--- src/rtl/sbi_ram_ctrl.sv ---
// Burst front-end for a single-port RAM: walks write beats straight into the RAM and
// turns the RAM's one-cycle registered read into a backpressured valid/ready stream.
module sbi_ram_ctrl #(
    parameter int Width = 32,
    parameter int Depth = 256,
    parameter int LenW  = 8,
    localparam int Aw   = $clog2(Depth)
) (
    input  logic             clk_i,
    input  logic             rst_ni,

    input  logic             req_valid_i,
    output logic             req_ready_o,
    input  logic             req_write_i,
    input  logic [Aw-1:0]    req_addr_i,
    input  logic [LenW-1:0]  req_len_i,

    input  logic             wvalid_i,
    output logic             wready_o,
    input  logic [Width-1:0] wdata_i,

    output logic             rvalid_o,
    input  logic             rready_i,
    output logic [Width-1:0] rdata_o,
    output logic             rlast_o,

    output logic             done_o,

    output logic             ram_we_o,
    output logic             ram_re_o,
    output logic [Aw-1:0]    ram_addr_o,
    output logic [Width-1:0] ram_wdata_o,
    input  logic [Width-1:0] ram_rdata_i
);

    typedef enum logic [1:0] {IDLE, WRITE, READ} state_t;

    localparam logic [Aw-1:0] AddrMax = Aw'(Depth - 1);

    state_t          state_q, state_d;
    logic [Aw-1:0]   addr_q, addr_d;
    logic [LenW-1:0] cnt_q, cnt_d;
    logic            issue_left_q, issue_left_d;
    logic            pend_q, pend_d;
    logic            last_q, last_d;
    logic            done_q, done_d;
    logic            issue;
    logic [Aw-1:0]   addr_inc;

    // Wraps correctly even when Depth is not a power of two.
    assign addr_inc = (addr_q == AddrMax) ? '0 : addr_q + 1'b1;

    always_ff @(posedge clk_i or negedge rst_ni) begin
        if (!rst_ni) begin
            state_q      <= IDLE;
            addr_q       <= '0;
            cnt_q        <= '0;
            issue_left_q <= 1'b0;
            pend_q       <= 1'b0;
            last_q       <= 1'b0;
            done_q       <= 1'b0;
        end else begin
            state_q      <= state_d;
            addr_q       <= addr_d;
            cnt_q        <= cnt_d;
            issue_left_q <= issue_left_d;
            pend_q       <= pend_d;
            last_q       <= last_d;
            done_q       <= done_d;
        end
    end

    always_comb begin
        state_d      = state_q;
        addr_d       = addr_q;
        cnt_d        = cnt_q;
        issue_left_d = issue_left_q;
        pend_d       = pend_q;
        last_d       = last_q;
        done_d       = 1'b0;
        req_ready_o  = 1'b0;
        wready_o     = 1'b0;
        ram_we_o     = 1'b0;
        ram_re_o     = 1'b0;
        issue        = 1'b0;

        unique case (state_q)
            IDLE: begin
                req_ready_o = 1'b1;
                if (req_valid_i) begin
                    addr_d       = req_addr_i;
                    cnt_d        = req_len_i;
                    pend_d       = 1'b0;
                    last_d       = 1'b0;
                    issue_left_d = !req_write_i;
                    state_d      = req_write_i ? WRITE : READ;
                end
            end

            WRITE: begin
                wready_o = 1'b1;
                ram_we_o = wvalid_i;
                if (wvalid_i) begin
                    if (cnt_q == '0) begin
                        state_d = IDLE;
                        done_d  = 1'b1;
                    end else begin
                        cnt_d  = cnt_q - 1'b1;
                        addr_d = addr_inc;
                    end
                end
            end

            READ: begin
                // A new read may only overwrite the RAM output once the held beat leaves.
                issue    = issue_left_q && (!pend_q || rready_i);
                ram_re_o = issue;
                if (issue) begin
                    pend_d = 1'b1;
                    last_d = (cnt_q == '0);
                    if (cnt_q == '0) begin
                        issue_left_d = 1'b0;
                    end else begin
                        cnt_d  = cnt_q - 1'b1;
                        addr_d = addr_inc;
                    end
                end else if (pend_q && rready_i) begin
                    pend_d = 1'b0;
                end
                if (pend_q && last_q && rready_i) begin
                    state_d = IDLE;
                    pend_d  = 1'b0;
                    last_d  = 1'b0;
                    done_d  = 1'b1;
                end
            end

            default: state_d = IDLE;
        endcase
    end

    assign rvalid_o    = pend_q;
    assign rlast_o     = pend_q && last_q;
    assign rdata_o     = ram_rdata_i;
    assign done_o      = done_q;
    assign ram_addr_o  = addr_q;
    assign ram_wdata_o = wdata_i;

endmodule

--- config.mk ---
export PLATFORM = sky130hd
export DESIGN_NAME = sbi_ram_ctrl
export DESIGN_NICKNAME = d
export VERILOG_FILES = /design/src/rtl/sbi_ram_ctrl.sv
export SDC_FILE = /design/constraint.sdc
export NUM_CORES = 1
export LEC_CHECK = 0
export CAP_MARGIN = 20
export CORE_AREA = 2 2 64 66
export CTS_CLUSTER_DIAMETER = 40
export DETAILED_ROUTE_END_ITERATION = 6
export DIE_AREA = 0 0 66 68
export DONT_BUFFER_PORTS = 1
export PLACE_DENSITY_LB_ADDON = 0.2
export SLEW_MARGIN = 30
export SYNTH_ARGS = -nofsm -noshare
export SYNTH_HDL_FRONTEND = slang
export SYNTH_SLANG_ARGS = --single-unit
--- constraint.sdc ---
create_clock -name clk_i -period 2 [get_ports clk_i]
set_clock_uncertainty 0.1 [all_clocks]
set_input_delay 0.3 -clock clk_i [delete_from_list [all_inputs] [get_ports clk_i]]
set_output_delay 0.3 -clock clk_i [all_outputs]
set_load 0.1 [all_outputs]
==> reports/metrics.yaml, run 1 <==
cts.path.max_buffers: 2
chipWidth_microns: 66
gpl.final_weighted_congestion: 0.776
timing.final.crit_share_pct: 97.2
hold_path_endpoint: "state_q[0]$_DFFE_PN0P_"
postSynth.asyncResetShare_pct: 100
syn-cell-area_sq_um: 2010
total_power_uw: 4720
core_area_sq_um: 3860
wl_mm: 4.50
layout.cells.most_common: "sky130_fd_sc_hd__buf_4"
avg_vias_per_cell: 5.88
postSynthRegisterBits: 22
grt_pass1_vias: 1513
critical_path_arrival_ps: 1540
grt_first_pass_wirelength_mm: 7.12
cap_viol_max_count: 0
setup.reg_to_reg.worst_slack_ps: 80
buffer_ports.inserted: 0
synthesis.area_per_instance_sq_um: 8.37
most-common-layout-cells: "sky130_fd_sc_hd__buf_4 (33), sky130_fd_sc_hd__nor3_1 (21), sky130_fd_sc_hd__o21ai_0 (18)"
tritoncts: "built"
drtIter0Drc: 123
critPathCaptureType: "output pin"
timing_worst_setup_path_type: "register to output pin"
overall_die_height_microns: 68
leakagePower_uw: 0.000853
numPlacedInstances: 249
synthFlopType: "sky130_fd_sc_hd__dfrtp_1"
maxSlewHeadroom_pct: 74.8
vias: 1551
number_of_enable_flip_flop_cells_after_synthesis: 0
slowest_delay_ps: 430
num-nets-final: 308
result_of_the_run: "complete, no violations"
path_clk_slew_ps: 80
critical_path.slowest_cell: "sky130_fd_sc_hd__dfrtp_1"
final_critical_path_setup_slack_ps: 56.0
post_synth_num_cell_types: 47
drt_first_pass_iters: 4
cts_buffers: 3
maxSlewViolCount: 0
critical_path.max_fanout: 7
hp-start: "req_write_i"
ant_nets: 0
clock-sinks: 22
timing_worst_slew_pin_value_ps: 374
syn-num-nets: 333
drive_above_1_share_pct: 36.4
cts.htree.levels: 1
fill_cells: 351
hpwl_mm: 3.27
pin_count_of_the_biggest_net_entering_global_routing: 23
ioPinCount: 165
ir_drop_uv: 1130
antenna_found_initial: 0
layout.cells.non_filler: 264
min_path_type: "input pin to register"
crit_chain: "inv_2 -> ha_4 -> buf_6 -> inv_2 -> nor3_4 -> buf_12"
worst_path_most_repeated_cell: "sky130_fd_sc_hd__inv_2"
antenna_diode_count: 0
timing.rr.start: "rvalid_o$_DFFE_PN0P_"
detail_routed_net_length_per_standard_cell_microns: 17.0
initial_core_util_pct: 52.1
worst_r2r_endpoint: "ram_addr_o[6]$_DFFE_PN0P_"
final-setup-viol-count: 0
maxClockFrequency_mhz: 514
design.die.area_sq_um: 4490
drc_viols: 0
reg2reg_depth: 5
floorplan.rows: 23
insertion_delay_ps: 270
synth-seq-area-share_pct: 27.4
post_synth_inst_count: 240
finalWorstPathRequiredPeriod_ps: 1940
power.density_cell_area_nw_per_um2: 2270
ys_warn_count: 0
ctsRootBufferMaster: "sky130_fd_sc_hd__clkbuf_8"
dp_worst_setup_slack_ps: -6.42
grt.total_usage_pct: 20.5
cp-start-kind: "register"
crit_required_ps: 1600
timing.hold.worst_path_depth: 2
areaGrowthSynthToFinish_pct: 3.36
finalHoldViolCount: 0
overflow: 0
power by group:
part	internal, uW	switching [uW]
logic	1220	2170
registers	676	231
clock network	268	161
total	2160	2560
state kept, by name, summed over array words and instances (netlist names):
register,cells
ram_addr_o,8
rvalid_o,1
last_q,1
cnt_q,8
done_o,1
issue_left_q,1
state_q,2
cell families after synthesis:
kind of cell / synth area share [%]
flip-flops: 27.4
AND/OR/NAND/NOR: 19.7
buffers and inverters: 28.1
multiplexers: 5.54
AO/OA/AOI/OAI: 14.9
adder cells (fa/ha/maj): 4.36
synthesized netlist by cell type (2+ instances only):
master | count | area (sq um)
sky130_fd_sc_hd__and2_1 | 2 | 12.5
sky130_fd_sc_hd__nor3_1 | 23 | 115
sky130_fd_sc_hd__dfrtp_1 | 22 | 551
sky130_fd_sc_hd__o21ai_0 | 18 | 90.1
sky130_fd_sc_hd__a21oi_1 | 10 | 50.1
sky130_fd_sc_hd__mux2i_1 | 10 | 100
sky130_fd_sc_hd__ha_1 | 7 | 87.6
sky130_fd_sc_hd__clkbuf_1 | 2 | 7.51
sky130_fd_sc_hd__nand4_1 | 2 | 12.5
sky130_fd_sc_hd__nor4_1 | 3 | 18.8
sky130_fd_sc_hd__buf_4 | 64 | 480
sky130_fd_sc_hd__inv_1 | 9 | 33.8
sky130_fd_sc_hd__nand2_1 | 15 | 56.3
sky130_fd_sc_hd__nor2_1 | 10 | 37.5
sky130_fd_sc_hd__nand3_1 | 11 | 55.1
worst max-delay path by stage:
stage	startpoint	end	slack, ps	depth (start not counted)
finish	state_q[0]$_DFFE_PN0P_	ram_re_o	60	6
global route	cnt_q[1]$_DFFE_PN0P_	cnt_q[4]$_DFFE_PN0P_	-20	7
CTS	cnt_q[1]$_DFFE_PN0P_	ram_addr_o[6]$_DFFE_PN0P_	3	6
detailed placement	state_q[0]$_DFFE_PN0P_	cnt_q[4]$_DFFE_PN0P_	-6	6
global placement	state_q[0]$_DFFE_PN0P_	cnt_q[4]$_DFFE_PN0P_	3	5
floorplan	state_q[0]$_DFFE_PN0P_	cnt_q[4]$_DFFE_PN0P_	-70	7
cell type report:
type / instances / area [sq um] / area share (%)
multi-input combinational: 138 / 997 / 48.0
sequential: 22 / 559 / 26.9
timing repair buffer: 40 / 343 / 16.5
tap: 50 / 62.6 / 3.01
inverter: 10 / 43.8 / 2.11
clock buffer: 3 / 41.3 / 1.99
clock inverter: 1 / 30.0 / 1.45
worst max-delay path, delay by kind of cell, from the launching register on:
kind                       cells  cell delay [ps]
DFF                            1              430
adders and majority gates      1              160
and+or+nand+nor                1              200
buffers and inverters          4              480
repair_timing:
| action | 4_1_cts | 5_1_grt |
|---|---|---|
| setup buffers | 1 | 7 |
| endpoints found under the setup margin | 3 | 14 |
| pin swaps | 1 | 6 |
| gates cloned | 0 | 1 |
| endpoints found under the hold margin | 22 | 0 |
| gates resized for setup | 0 | 17 |
| hold buffers | 2 | 0 |
stage by stage:
step / setup TNS, ps / instance area, sq um / utilization, % / hold slack (ps)
global placement: 0 / 1840 / 47.7 / -94.7
detailed placement: -6.82 / 1840 / 47.7 / -94.8
finish: 0 / 2080 / 53.9 / 81.6
CTS: 0 / 1950 / 50.6 / 78.6
floorplan: -421 / 2080 / - / -95.6
global route: -50.5 / 2080 / 53.9 / 78.0
metal layers:
layer	wire length [microns]	track usage [%]	share of wire, %	vias to the layer above
met2	2200	33.3	49	85
met4	48	7.40	1.1	0
met3	388	6.25	8.6	8
met1	1860	25.8	41	737
met5	0	0	0	-
li1	-	-	-	721
No activity file was read; power rests on OpenSTA's default activity.
==> run 2: changes to the inputs <==
--- a/config.mk
+++ b/config.mk
@@ -11,6 +11,7 @@
 export DETAILED_ROUTE_END_ITERATION = 6
 export DIE_AREA = 0 0 66 68
 export DONT_BUFFER_PORTS = 1
+export MAX_ROUTING_LAYER = met4
 export PLACE_DENSITY_LB_ADDON = 0.2
 export SLEW_MARGIN = 30
 export SYNTH_ARGS = -nofsm -noshare
==> constraint.sdc (replaced) <==
create_clock -name clk_i -period 2.3 [get_ports clk_i]
set_clock_uncertainty 0.1 [all_clocks]
set_input_delay 0.345 -clock clk_i [delete_from_list [all_inputs] [get_ports clk_i]]
set_output_delay 0.345 -clock clk_i [all_outputs]
set_load 0.1 [all_outputs]
==> run 2 against run 1 <==
Global-route usage down 1.1 points; wire length decreased by 8.6%; sequential share of layout area increased by 4.0 points; setup slack improved by 95 ps; sequential power is 12% lower; final area decreased by 14%; hold slack better by 43 ps; non-clock buffer count shrank 18; largest cell class unchanged; clock-buffer cell count increased by 1; critical path depth down 1; first-iteration DRC count down 54%; sequential cell count unchanged.
==> reports/metrics.yaml, run 2 (synthesis gave the netlist of run 1 again) <==
maxClockFrequency_mhz: 465
timing_worst_setup_path_type: "register to output pin"
areaGrowthSynthToFinish_pct: -11.1
drt_first_pass_iters: 4  # unchanged
detail_routed_net_length_per_standard_cell_microns: 16.8  # -1.5%
path_depth: 5  # -1
chipWidth_microns: 66  # unchanged
rsz0062_at_grt: "no"
maxSlewViolCount: 0  # unchanged
layout.cells.most_common: "sky130_fd_sc_hd__nor3_1"
utilization_pct: 46.3  # -7.5 points
fin_setup_tns_ps: 0  # unchanged
floorplan.rows: 23  # unchanged
reg2reg_depth: 6  # +1
timing.critical_path.max_delay_family: "buffers and inverters"
path_clk_slew_ps: 80  # about the same
finalHoldViolCount: 0  # unchanged
critical_path.max_fanout: 8  # +1
initial_core_util_pct: 52.1  # unchanged
grt_first_pass_wirelength_mm: 6.56  # -7.9%
buffer_ports.inserted: 0  # unchanged
design.die.area_sq_um: 4490  # unchanged
clock-sinks: 22  # unchanged
leakagePower_uw: 0.000735  # -14%
most_utilized_layer_in_the_global_route_result: "met2"
cap_viol_max_count: 0  # unchanged
antenna_found_initial: 0  # unchanged
timing_worst_slew_pin_value_ps: 508  # +134 ps
critical_path_arrival_ps: 1700  # +160 ps
timing.final.crit_share_pct: 93.4
final-setup-viol-count: 0  # unchanged
ant_nets: 0  # unchanged
num-nets-final: 289  # -6.2%
drtIter0Drc: 57  # -54%
ctsRootBufferMaster: "sky130_fd_sc_hd__clkbuf_8"
fill_cells: 391  # +11%
cp-start-kind: "register"
most-common-layout-cells: "sky130_fd_sc_hd__nor3_1 (22), sky130_fd_sc_hd__dfrtp_1 (21), sky130_fd_sc_hd__buf_4 (19)"
global_route.usage.met3_pct: 4.77  # -1.5 points
crit_required_ps: 1860  # +260 ps
cts_repair_resize_count: 0  # unchanged
ir_drop_uv: 1020  # -9.4%
groute.layer.met2.usage_pct: 33.7  # +0.38 points
worst_path_most_repeated_cell: "sky130_fd_sc_hd__inv_1"
overflow: 0  # unchanged
avg_vias_per_cell: 5.88  # about the same
ioPinCount: 165  # unchanged
timing.hold.worst_path_depth: 2  # unchanged
vias: 1440  # -7.2%
gpl.final_weighted_congestion: 0.846  # +9.0%
drc_viols: 0  # unchanged
core_area_sq_um: 3860  # unchanged
timing.critical_path.buf_inv: 3  # -1
wl_mm: 4.11  # -8.6%
overall_die_height_microns: 68  # unchanged
slowest_delay_ps: 420  # about the same
pin_count_of_the_biggest_net_entering_global_routing: 23  # unchanged
insertion_delay_ps: 260  # about the same
post_cts_setup_buffers: 0  # -1
tritoncts: "built"
drive_above_1_share_pct: 21.0  # -15 points
maxSlewHeadroom_pct: 66.1  # -8.7 points
cts_buffers: 3  # unchanged
grt.total_usage_pct: 19.4  # -1.1 points
cts.htree.levels: 1  # unchanged
cts-hold-fix-buffers: 1  # -1
power.density_cell_area_nw_per_um2: 1960  # -14%
critPathCaptureType: "output pin"
grt_pass1_vias: 1393  # -7.9%
min_path_type: "input pin to register"
hpwl_mm: 3.24  # -0.87%
antenna_diode_count: 0  # unchanged
hold_slack_ps: 125  # +43.1 ps
finalWorstPathRequiredPeriod_ps: 2150
result_of_the_run: "complete, no violations"
placed_cell_area_sq_um: 1730  # -6.2%
critical_path.slowest_cell: "sky130_fd_sc_hd__dfrtp_1"
final_design_area_no_fill_sq_um: 1790  # -14%
cts.path.max_buffers: 2  # unchanged
met1_usage_pct: 21.6  # -4.2 points
crit_chain: "inv_1 -> ha_1 -> inv_1 -> nor3_4 -> buf_4"
[run 2: cell count changes in the layout (fill, tap and decap cells not counted), sizes merged]
cell,previous run,this run
clkinvlp,1,0
clkbuf,3,4
clkinv,0,1
a2111o,2,1
buf,39,21
bufinv,1,0
[run 2: stage by stage]
step                      setup slack [ps]  instances  total power [uW]
final                                  152        245              3500
after global routing                  72.5        245              3770
after CTS                              148        244              3520
after detailed placement               220        239              3270
after global placement                 291        239              3210
after floorplan                       1.78        240              3290
[run 2: layout make-up]
cell class                 instances  area (sq um)  area share [%]
inverter                          10          37.5            2.10
sequential                        22           552            30.9
timing repair buffer              22           178            9.94
clock buffer                       4          45.0            2.52
tap                               50          62.6            3.50
multi-input combinational        137           912            51.1
[run 2: layer usage]
layer	wire length, microns	vias up
met5	0	-
met4	82	0
met3	326	12
met2	2060	68
met1	1640	672
li1	-	688
[run 2: worst reg2reg max path: stages (launching register included)]
cell                       delay, ps
sky130_fd_sc_hd__dfrtp_1         400
sky130_fd_sc_hd__inv_1            80
sky130_fd_sc_hd__ha_1            300
sky130_fd_sc_hd__o21a_4          180
sky130_fd_sc_hd__a2111o_1        530
sky130_fd_sc_hd__buf_4           210
sky130_fd_sc_hd__o21ai_0         210
[run 2: power breakdown]
part           total [uW]  switching, uW  internal, uW  leakage [uW]
Combinational        2460           1700           765      0.000446
Clock                 242            119           123     0.0000228
Sequential            795            217           577      0.000266
Total                3500           2030          1470      0.000735
[run 2: final timing paths]
path | from | to | slack (ps)
setup / recovery | state_q[0]$_DFFE_PN0P_ | ram_re_o | 150
hold / removal | req_write_i | state_q[0]$_DFFE_PN0P_ | 120
setup reg to reg | state_q[0]$_DFFE_PN0P_ | ram_addr_o[3]$_DFFE_PN0P_ | 200
hold reg to reg | cnt_q[1]$_DFFE_PN0P_ | cnt_q[1]$_DFFE_PN0P_ | 440
max in group asynchronous | rst_ni | rvalid_o$_DFFE_PN0P_ | 1240
min in group asynchronous | rst_ni | done_o$_DFF_PN0_ | 500
